File: src/rtl/maxheap_pkg.sv
// Shared types and helpers for the max-heap priority queue (pop and sink sides).
// Holds the pop FSM state enum and the heap child-index helpers.
package maxheap_pkg;

  typedef enum logic [2:0] {
    IDLE,
    FETCH,
    OFFER,
    LAST,
    RDL,
    RDR,
    CMP
  } maxheap_pop_state_e;

  function automatic int unsigned heap_left(input int unsigned i);
    return 2 * i + 1;
  endfunction

  function automatic int unsigned heap_right(input int unsigned i);
    return 2 * i + 2;
  endfunction

endpackage

File: src/rtl/maxheap_pop.sv
// Max-heap pop side: streams the root entry out on valid/ready, then sift-down over external RAM.
// Optional statistics ports (pop_total, sift_max) exist when MAXHEAP_POP_STATS_EN is defined.
module maxheap_pop
  import maxheap_pkg::*;
#(
  parameter int DATA_WIDTH = 10,
  parameter int PRIO_WIDTH = 32,
  parameter int TOT_SIZE   = 4,
  localparam int AW = (TOT_SIZE > 1) ? $clog2(TOT_SIZE) : 1,
  localparam int CW = $clog2(TOT_SIZE + 1),
  localparam int EW = PRIO_WIDTH + DATA_WIDTH
) (
  input  logic                  source_clk,
  input  logic                  reset,
  output logic                  source_valid,
  input  logic                  source_ready,
  output logic [DATA_WIDTH-1:0] source_data,
  output logic [PRIO_WIDTH-1:0] source_prio,
  input  logic [CW-1:0]         heap_count,
  output logic                  heap_dec,
  output logic                  pop_busy,
  output logic [AW-1:0]         mem_rd_addr,
  input  logic [EW-1:0]         mem_rd_data,
  output logic                  mem_wr_en,
  output logic [AW-1:0]         mem_wr_addr,
  output logic [EW-1:0]         mem_wr_data
`ifdef MAXHEAP_POP_STATS_EN
  ,
  output logic [31:0]           pop_total,
  output logic [CW:0]           sift_max
`endif
);

  // Two spare index bits keep 2i+2 from wrapping near capacity.
  localparam int IW = AW + 2;
  typedef logic [IW-1:0] idx_t;

  typedef struct packed {
    logic signed [PRIO_WIDTH-1:0] prio;
    logic signed [DATA_WIDTH-1:0] data;
  } entry_t;

  maxheap_pop_state_e state;
  logic [CW-1:0] n;
  idx_t   i;
  entry_t x;
  entry_t lchild;

  idx_t   n_ext, l_idx, r_idx, c_idx;
  entry_t rd, c;
  logic   left_ok, right_ok, right_wins, sink_down;

  assign rd      = entry_t'(mem_rd_data);
  assign n_ext   = idx_t'(n);
  assign l_idx   = idx_t'(heap_left(32'(i)));
  assign r_idx   = idx_t'(heap_right(32'(i)));
  assign left_ok  = l_idx < n_ext;
  assign right_ok = r_idx < n_ext;

  // In CMP the read port carries the right child; left wins ties, absent right never wins.
  assign right_wins = right_ok && (rd.prio > lchild.prio);
  assign c          = right_wins ? rd : lchild;
  assign c_idx      = right_wins ? r_idx : l_idx;
  assign sink_down  = c.prio > x.prio;

  // NOTE: every output of this block gets a default first so no path leaves a latch behind.
  always_comb begin
    mem_rd_addr = '0;
    mem_wr_en   = 1'b0;
    mem_wr_addr = '0;
    mem_wr_data = '0;
    case (state)
      OFFER: mem_rd_addr = AW'(heap_count - CW'(1));
      RDL: begin
        if (left_ok) begin
          mem_rd_addr = AW'(l_idx);
        end else begin
          mem_wr_en   = 1'b1;
          mem_wr_addr = AW'(i);
          mem_wr_data = x;
        end
      end
      RDR: mem_rd_addr = right_ok ? AW'(r_idx) : '0;
      CMP: begin
        mem_wr_en   = 1'b1;
        mem_wr_addr = AW'(i);
        mem_wr_data = sink_down ? c : x;
      end
      default: ;
    endcase
  end

  // NOTE: state and registered outputs use non-blocking assignments so every read sees pre-edge values.
  always_ff @(posedge source_clk) begin
    if (reset) begin
      state        <= IDLE;
      source_valid <= 1'b0;
      source_data  <= '0;
      source_prio  <= '0;
      heap_dec     <= 1'b0;
      pop_busy     <= 1'b0;
      n            <= '0;
      i            <= '0;
      x            <= '0;
      lchild       <= '0;
    end else begin
      heap_dec <= 1'b0;
      case (state)
        IDLE: begin
          // heap_dec high means the inserter has not yet applied the last decrement.
          if (heap_count != '0 && !heap_dec) begin
            pop_busy <= 1'b1;
            state    <= FETCH;
          end
        end
        FETCH: begin
          source_prio  <= rd.prio;
          source_data  <= rd.data;
          source_valid <= 1'b1;
          state        <= OFFER;
        end
        OFFER: begin
          if (source_ready) begin
            source_valid <= 1'b0;
            heap_dec     <= 1'b1;
            n            <= heap_count - CW'(1);
            if (heap_count == CW'(1)) begin
              pop_busy <= 1'b0;
              state    <= IDLE;
            end else begin
              state <= LAST;
            end
          end
        end
        LAST: begin
          x     <= rd;
          i     <= '0;
          state <= RDL;
        end
        RDL: begin
          if (left_ok) begin
            state <= RDR;
          end else begin
            pop_busy <= 1'b0;
            state    <= IDLE;
          end
        end
        RDR: begin
          lchild <= rd;
          state  <= CMP;
        end
        CMP: begin
          if (sink_down) begin
            i     <= c_idx;
            state <= RDL;
          end else begin
            pop_busy <= 1'b0;
            state    <= IDLE;
          end
        end
        default: state <= IDLE;
      endcase
    end
  end

`ifdef MAXHEAP_POP_STATS_EN
  logic [CW:0] depth;

  always_ff @(posedge source_clk) begin
    if (reset) begin
      pop_total <= '0;
      sift_max  <= '0;
      depth     <= '0;
    end else begin
      if (state == OFFER && source_ready && pop_total != '1) begin
        pop_total <= pop_total + 32'd1;
      end
      if (state == LAST) begin
        depth <= '0;
      end else if (state == CMP && sink_down) begin
        depth <= depth + 1'b1;
        if (depth + 1'b1 > sift_max) begin
          sift_max <= depth + 1'b1;
        end
      end
    end
  end
`endif

  heap_count_legal: assert property (@(posedge source_clk) disable iff (reset)
    heap_count <= CW'(TOT_SIZE));

endmodule

File: config.mk
export PLATFORM = sky130hd
export DESIGN_NAME = maxheap_pop
export DESIGN_NICKNAME = d
export VERILOG_FILES = /design/src/rtl/maxheap_pkg.sv /design/src/rtl/maxheap_pop.sv
export SDC_FILE = /design/constraint.sdc
export NUM_CORES = 1
export LEC_CHECK = 0
export ABC_AREA = 1
export BUFFER_PORTS_ARGS = -buffer_cell sky130_fd_sc_hd__buf_4
export CORE_ASPECT_RATIO = 1.25
export CORE_MARGIN = 1
export CORE_UTILIZATION = 59
export CTS_BUF_LIST = sky130_fd_sc_hd__clkbuf_4
export DETAILED_ROUTE_END_ITERATION = 12
export GPL_TIMING_DRIVEN = 0
export PLACE_DENSITY = 0.82
export RECOVER_POWER = 25
export SLEW_MARGIN = 20
export SYNTH_ARGS = -nofsm -noshare
export SYNTH_HDL_FRONTEND = slang
export SYNTH_SLANG_ARGS = --single-unit
export TNS_END_PERCENT = 1
File: constraint.sdc
create_clock -name source_clk -period 14.87 [get_ports source_clk]
set_input_delay 2.974 -clock source_clk [delete_from_list [all_inputs] [get_ports source_clk]]
set_output_delay 2.974 -clock source_clk [all_outputs]
set_load 0.1 [all_outputs]
==> results of run 1 <==
[critical path, delay by kind of cell]
family	cells	cell delay [ps]
simple gates	15	1790
compound gates	3	850
buf+inv	4	1270
fa+ha+maj	2	600
[through the flow]
step                      cell area (µm²)  setup WS (ps)
after global routing                 9840           4240
after floorplan                      8310           5440
after global placement               9570           4750
after CTS                            9850           4650
final                                9840           4410
after detailed placement             9570           4680
[synth_stat cells, drive strengths merged]
| cell type | n | area [µm²] |
|---|---|---|
| nor4 | 1 | 12.5 |
| o211ai | 1 | 7.51 |
| nand2 | 299 | 1120 |
| dfxtp | 138 | 2760 |
| clkinv | 2 | 7.51 |
| o21ai | 138 | 691 |
| buf | 18 | 125 |
| ha | 72 | 901 |
| nand4 | 19 | 119 |
| or2 | 1 | 6.26 |
| o31ai | 1 | 7.51 |
| o22ai | 1 | 6.26 |
| inv | 169 | 637 |
| xnor2 | 2 | 17.5 |
| nand3 | 86 | 460 |
| nor2 | 30 | 118 |
| o21a | 5 | 37.5 |
| a21oi | 203 | 1020 |
| clkbuf | 53 | 199 |
| a21o | 1 | 7.51 |
| nor3 | 8 | 40.0 |
[worst paths after layout]
path,slack (ps),depth (start not counted),to,from
max,4410,24,mem_wr_data[1],mem_rd_data[41]
min,450,2,source_prio[3],source_prio[3]
max reg2reg,10400,19,pop_busy,i[0]
min reg2reg,450,2,source_prio[3],source_prio[3]
[per-layer routing]
metal  track usage (%)  routed length (µm)  up-vias
met5                 0                   0        -
met4              14.2                 810        0
met3              6.08                2020       73
met2              58.7               12000      431
met1              43.5               10200     4061
li1                  -                   -     4412
[power groups by stage]
stage | clock network (W) | registers, W | logic [W]
after floorplan | 0 | 0.000871 | 0.000742
after global placement | 0 | 0.000500 | 0.00149
after detailed placement | 0 | 0.000503 | 0.00150
after CTS | 0.000254 | 0.000495 | 0.00151
after global routing | 0.000268 | 0.000506 | 0.00163
final | 0.000255 | 0.000495 | 0.00154
[sequential cells by signal, summed over array words and instances, names as in the netlist]
| signal | cells |
|---|---|
| source_data | 10 |
| heap_dec | 1 |
| state | 3 |
| lchild | 42 |
| pop_busy | 1 |
| x | 42 |
| source_prio | 32 |
| i | 3 |
| source_valid | 1 |
| n | 3 |
[cell type report]
class | instances | area, µm²
Tap cell | 175 | 219
Fill cell | 1269 | 3920
Multi-Input combinational cell | 868 | 4580
Clock buffer | 18 | 135
Timing Repair Buffer | 138 | 1020
Buffer | 71 | 324
Inverter | 171 | 644
Sequential cell | 138 | 2760
Antenna cell | 1 | 2.50
Clock inverter | 14 | 146
[logic make-up (layout without fill, tap and decap cells)]
logic type	Yosys count	count (layout)	synth area share [%]
other cells	0	1	0
buf+inv	242	412	11.7
flops	138	138	33.2
fa+ha+maj	72	72	10.8
xor+xnor	2	2	0.211
simple gates	444	444	22.6
compound gates	350	350	21.4
==> flow_summary.json, run 1 <==
{
  "status": "complete, no violations",
  "slew_violations": 0,
  "fmax_ghz": 0.0956,
  "tns_ps": 0,
  "placedCellCount": 1561,
  "finalPower_w": 0.00229,
  "pwr-share-clk_pct": 11.1,
  "hp-class": "flop to flop",
  "drt_pass1_iterations": 6,
  "arrival_ps": 7480,
  "ir_drop_v": 0.000210,
  "avgViaCountPerCell": 5.63,
  "cp-end-kind": "output port",
  "final_cell_count_no_fill": 1594,
  "start_kind": "primary input",
  "overflow": 0,
  "p_int_w": 0.000953,
  "cp_cell_sequence": "buf_4 -> ha_1 -> nand2_1 -> nor2_1 -> nand2_1 -> nor2_2 -> a21oi_2 -> clkbuf_1 -> nand3_1 -> nand2_1 -> ha_1 -> a21oi_1 -> nor2_1 -> nor3_1 -> nand2_1 -> a21oi_1 -> nand3_1 -> nand3_4 -> buf_2 -> nand2_1 -> nand2_1 -> nand2_1 -> nand2_1 -> buf_4",
  "total_leakage_power_nw": 4.65,
  "layout_common_cells": "nand2_1 (298), a21oi_1 (201), inv_1 (167)",
  "finalSetupViolations": 0,
  "drc": 0,
  "cts_tree": "built",
  "post-dp-hpwl_mm": 18.2,
  "die_height_um": 135,
  "clockBufferDepth": 2,
  "power_density_nw_per_um2": 233,
  "grt_antenna_before_repair": 1,
  "cts_resized": 0,
  "crit_fanout": 10,
  "post_cts_buffers": 0,
  "relSlewSlack_pct": 22.8,
  "worst-setup-path-type": "primary input to output port",
  "ys_seq_elements": 138,
  "holdWs_ps": 454,
  "grt_pass1_wl_mm": 39.5,
  "required_ps": 11900,
  "swShare_pct": 58.5,
  "hold_viol": 0,
  "clkTransAtPathRegs_ps": 120,
  "drt_iter0_markers": 782,
  "start_util_pct": 60.4,
  "vias": 8977,
  "mappedNetlistArea_um2": 8310,
  "synthCells": 1248,
  "wirelength_mm": 25.0,
  "wl_per_cell_um": 15.7,
  "numClockSinks": 138,
  "ioPinCount": 140,
  "area_delta_synth_final_pct": 18.4,
  "p_switching_w": 0.00134,
  "root_buffer": "clkbuf_4",
  "max_stage_delay_ps": 540,
  "period_share_pct": 70.3,
  "h-tree-depth": 4,
  "combPwrFrac_pct": 67.3,
  "worst_path_max_delay_cell": "clkbuf_1",
  "ys_seq_area_share_pct": 33.2,
  "grt_pass1_vias": 8088,
  "max_slew.worst_pin.slew_ps": 1160,
  "grt_usage_pct": 34.8,
  "syn_area_per_cell_um2": 6.66,
  "layout_commonest_cell": "nand2_1",
  "port_buffers": 138,
  "grt_max_degree": 17,
  "finClkSkew_ps": 14.1,
  "yosysWarnings": 0,
  "synth_nets": 1368,
  "drv_cap": 0,
  "fp.coreArea_um2": 13800,
  "power.share.sequential_pct": 21.6,
  "die_w_um": 108,
  "dieArea_um2": 14600,
  "min_period_ps": 10460,
  "nets": 1525,
  "rows": 48,
  "clk_latency_ps": 560,
  "numCtsBuffers": 17,
  "utilization_pct": 71.5,
  "ant_nets": 0,
  "synth_cell_types": 31,
  "cts_hold_buf": 0,
  "path_common_cell": "nand2_1",
  "place_congestion": 0.898,
  "drive_above_1_share_pct": 13.9,
  "rsz0062_at_grt": "false"
}
Power figures use the tool's default switching activity.
==> run 2, diff against run 1 <==
--- a/config.mk
+++ b/config.mk
@@ -9,11 +9,11 @@
 export BUFFER_PORTS_ARGS = -buffer_cell sky130_fd_sc_hd__buf_4
 export CORE_ASPECT_RATIO = 1.25
 export CORE_MARGIN = 1
-export CORE_UTILIZATION = 59
+export CORE_UTILIZATION = 53
 export CTS_BUF_LIST = sky130_fd_sc_hd__clkbuf_4
 export DETAILED_ROUTE_END_ITERATION = 12
 export GPL_TIMING_DRIVEN = 0
-export PLACE_DENSITY = 0.82
+export PLACE_DENSITY = 0.78
 export RECOVER_POWER = 25
 export SLEW_MARGIN = 20
 export SYNTH_ARGS = -nofsm -noshare
==> constraint.sdc (replaced) <==
create_clock -name source_clk -period 9.45 [get_ports source_clk]
set_input_delay 1.89 -clock source_clk [delete_from_list [all_inputs] [get_ports source_clk]]
set_output_delay 1.89 -clock source_clk [all_outputs]
set_load 0.1 [all_outputs]
==> run 2 against run 1 <==
Global-route usage shrank 3.4 points. Routed wire length shrank 0.46%. Largest power group unchanged. Largest cell class unchanged. Design area grew 0.86%. Non-clock buffer count is the same. Utilization shrank 6.0 points.
==> flow_summary.json, run 2 (synthesis gave the netlist of run 1 again) <==
{
  "cts_resized": 0,
  "hold_path.startpoint": "source_prio[18]",
  "period_share_pct": 85.9,
  "holdWs_ps": 453,
  "overflow": 0,
  "grt_max_degree": 17,
  "grt_pass1_wl_mm": 39.9,
  "fp.coreArea_um2": 15100,
  "h-tree-depth": 4,
  "crit_fanout": 10,
  "drt_pass1_iterations": 7,
  "worstHoldPathCells": 2,
  "power_density_nw_per_um2": 364,
  "cp-end-kind": "output port",
  "cp_cell_sequence": "buf_4 -> ha_1 -> nand2_1 -> nor2_1 -> nand2_1 -> nor2_2 -> a21oi_2 -> clkbuf_1 -> nand3_1 -> nand2_1 -> ha_1 -> nand2_1 -> nor2_1 -> nor3_1 -> nand2_1 -> a21oi_1 -> nand3_1 -> nand3_4 -> buf_2 -> nand2_1 -> nand2_1 -> nand2_1 -> nand2_1 -> buf_4",
  "die_w_um": 114,
  "status": "complete, no violations",
  "max_stage_delay_ps": 460,
  "port_buffers": 138,
  "reg2regPathDepth": 19,
  "ioPinCount": 140,
  "ant_nets": 0,
  "clockBufferDepth": 2,
  "critPathLaunch": "mem_rd_data[41]",
  "drive_above_1_share_pct": 13.9,
  "slew_violations": 0,
  "path_common_cell": "nand2_1",
  "worst_path_max_delay_cell": "clkbuf_1",
  "numClockSinks": 138,
  "total_leakage_power_nw": 4.68,
  "hold_viol": 0,
  "tns_ps": 0,
  "place_congestion": 0.899,
  "finalSetupViolations": 0,
  "clkTransAtPathRegs_ps": 120,
  "nFillCells": 1470,
  "layout_common_cells": "nand2_1 (298), a21oi_1 (201), inv_1 (167)",
  "hp-class": "flop to flop",
  "wirelength_mm": 24.9,
  "max_slew.worst_pin.slew_ps": 936,
  "ir_drop_v": 0.000324,
  "timing.rr.start": "i[0]",
  "vias": 8862,
  "clk_latency_ps": 580,
  "numCtsBuffers": 17,
  "min_period_ps": 8120,
  "post_cts_buffers": 0,
  "worst-setup-path-type": "primary input to output port",
  "rsz0062_at_grt": "false",
  "post-dp-hpwl_mm": 18.5,
  "drt_iter0_markers": 624,
  "required_ps": 7560,
  "start_util_pct": 54.9,
  "drv_cap": 0,
  "grt_pass1_vias": 8276,
  "drc": 0,
  "start_kind": "primary input",
  "top_regs": "lchild x42, x x42, source_prio x32",
  "relSlewSlack_pct": 37.6,
  "grt_antenna_before_repair": 1,
  "root_buffer": "clkbuf_4",
  "cts_tree": "built",
  "die_height_um": 142,
  "grt_usage_pct": 31.4,
  "fmax_ghz": 0.123,
  "avgViaCountPerCell": 5.45,
  "dieArea_um2": 16200,
  "finalPower_w": 0.00361,
  "wl_per_cell_um": 15.3,
  "finClkSkew_ps": 8.50,
  "nets": 1525,
  "rows": 50,
  "arrival_ps": 6230,
  "layout_commonest_cell": "nand2_1",
  "finalInstanceArea_um2": 9920,
  "area_delta_synth_final_pct": 19.4,
  "placed_area_um2": 9610,
  "cts_hold_buf": 0
}
run 2: cell types whose count changed in the layout (fill, tap and decap cells not counted):
cell / previous run / this run
buf_4: 142 / 145
clkbuf_1: 56 / 53
clkinv_1: 2 / 5
inv_6: 3 / 0
bufinv_16: 2 / 4
clkinv_2: 4 / 3
clkinvlp_4: 3 / 2
run 2: final timing paths:
kind | to | slack, ps
worst min register to register | source_prio[18] | 450
worst max-delay path | mem_wr_data[1] | 1330
worst max register to register | pop_busy | 5150
worst min-delay path | source_prio[18] | 450
run 2: cell type report:
| type | count | area, µm² | share of cell area (%) |
|---|---|---|---|
| sequential | 138 | 2760 | 27.8 |
| inverter | 171 | 644 | 6.49 |
| tap | 208 | 260 | 2.62 |
| antenna | 1 | 2.50 | 0.0252 |
| clock buffer | 18 | 135 | 1.36 |
| buffer | 71 | 324 | 3.27 |
| multi-input combinational | 868 | 4580 | 46.1 |
| clock inverter | 14 | 179 | 1.80 |
| timing repair buffer | 138 | 1040 | 10.4 |
run 2: through the flow:
step | util [%] | setup slack [ps] | std cells
2_1_floorplan | - | 2190 | 1248
3_3_place_gp | 63.5 | 1500 | 1594
3_5_place_dp | 63.5 | 1480 | 1594
4_1_cts | 65.5 | 1460 | 1626
5_1_grt | 65.5 | 1140 | 1627
6_report | 65.5 | 1330 | 1627
run 2: routing by layer:
metal / global-route usage [%] / part of all wire [%]
met5: 0 / 0
met4: 15.3 / 3.6
met3: 6.26 / 7.8
met2: 53.1 / 47
met1: 37.9 / 42
run 2: power breakdown:
part / switching, W / internal [W]
registers: 0.0000658 / 0.000713
logic: 0.00176 / 0.000631
clock network: 0.000233 / 0.000209
total: 0.00206 / 0.00155
run 2: critical path: cells and delay by family:
kind | cells | cell delay [ps]
and+or+nand+nor | 16 | 1810
adders and majority gates | 2 | 610
buffers and inverters | 4 | 1200
AOI/OAI and AO/OA | 2 | 670
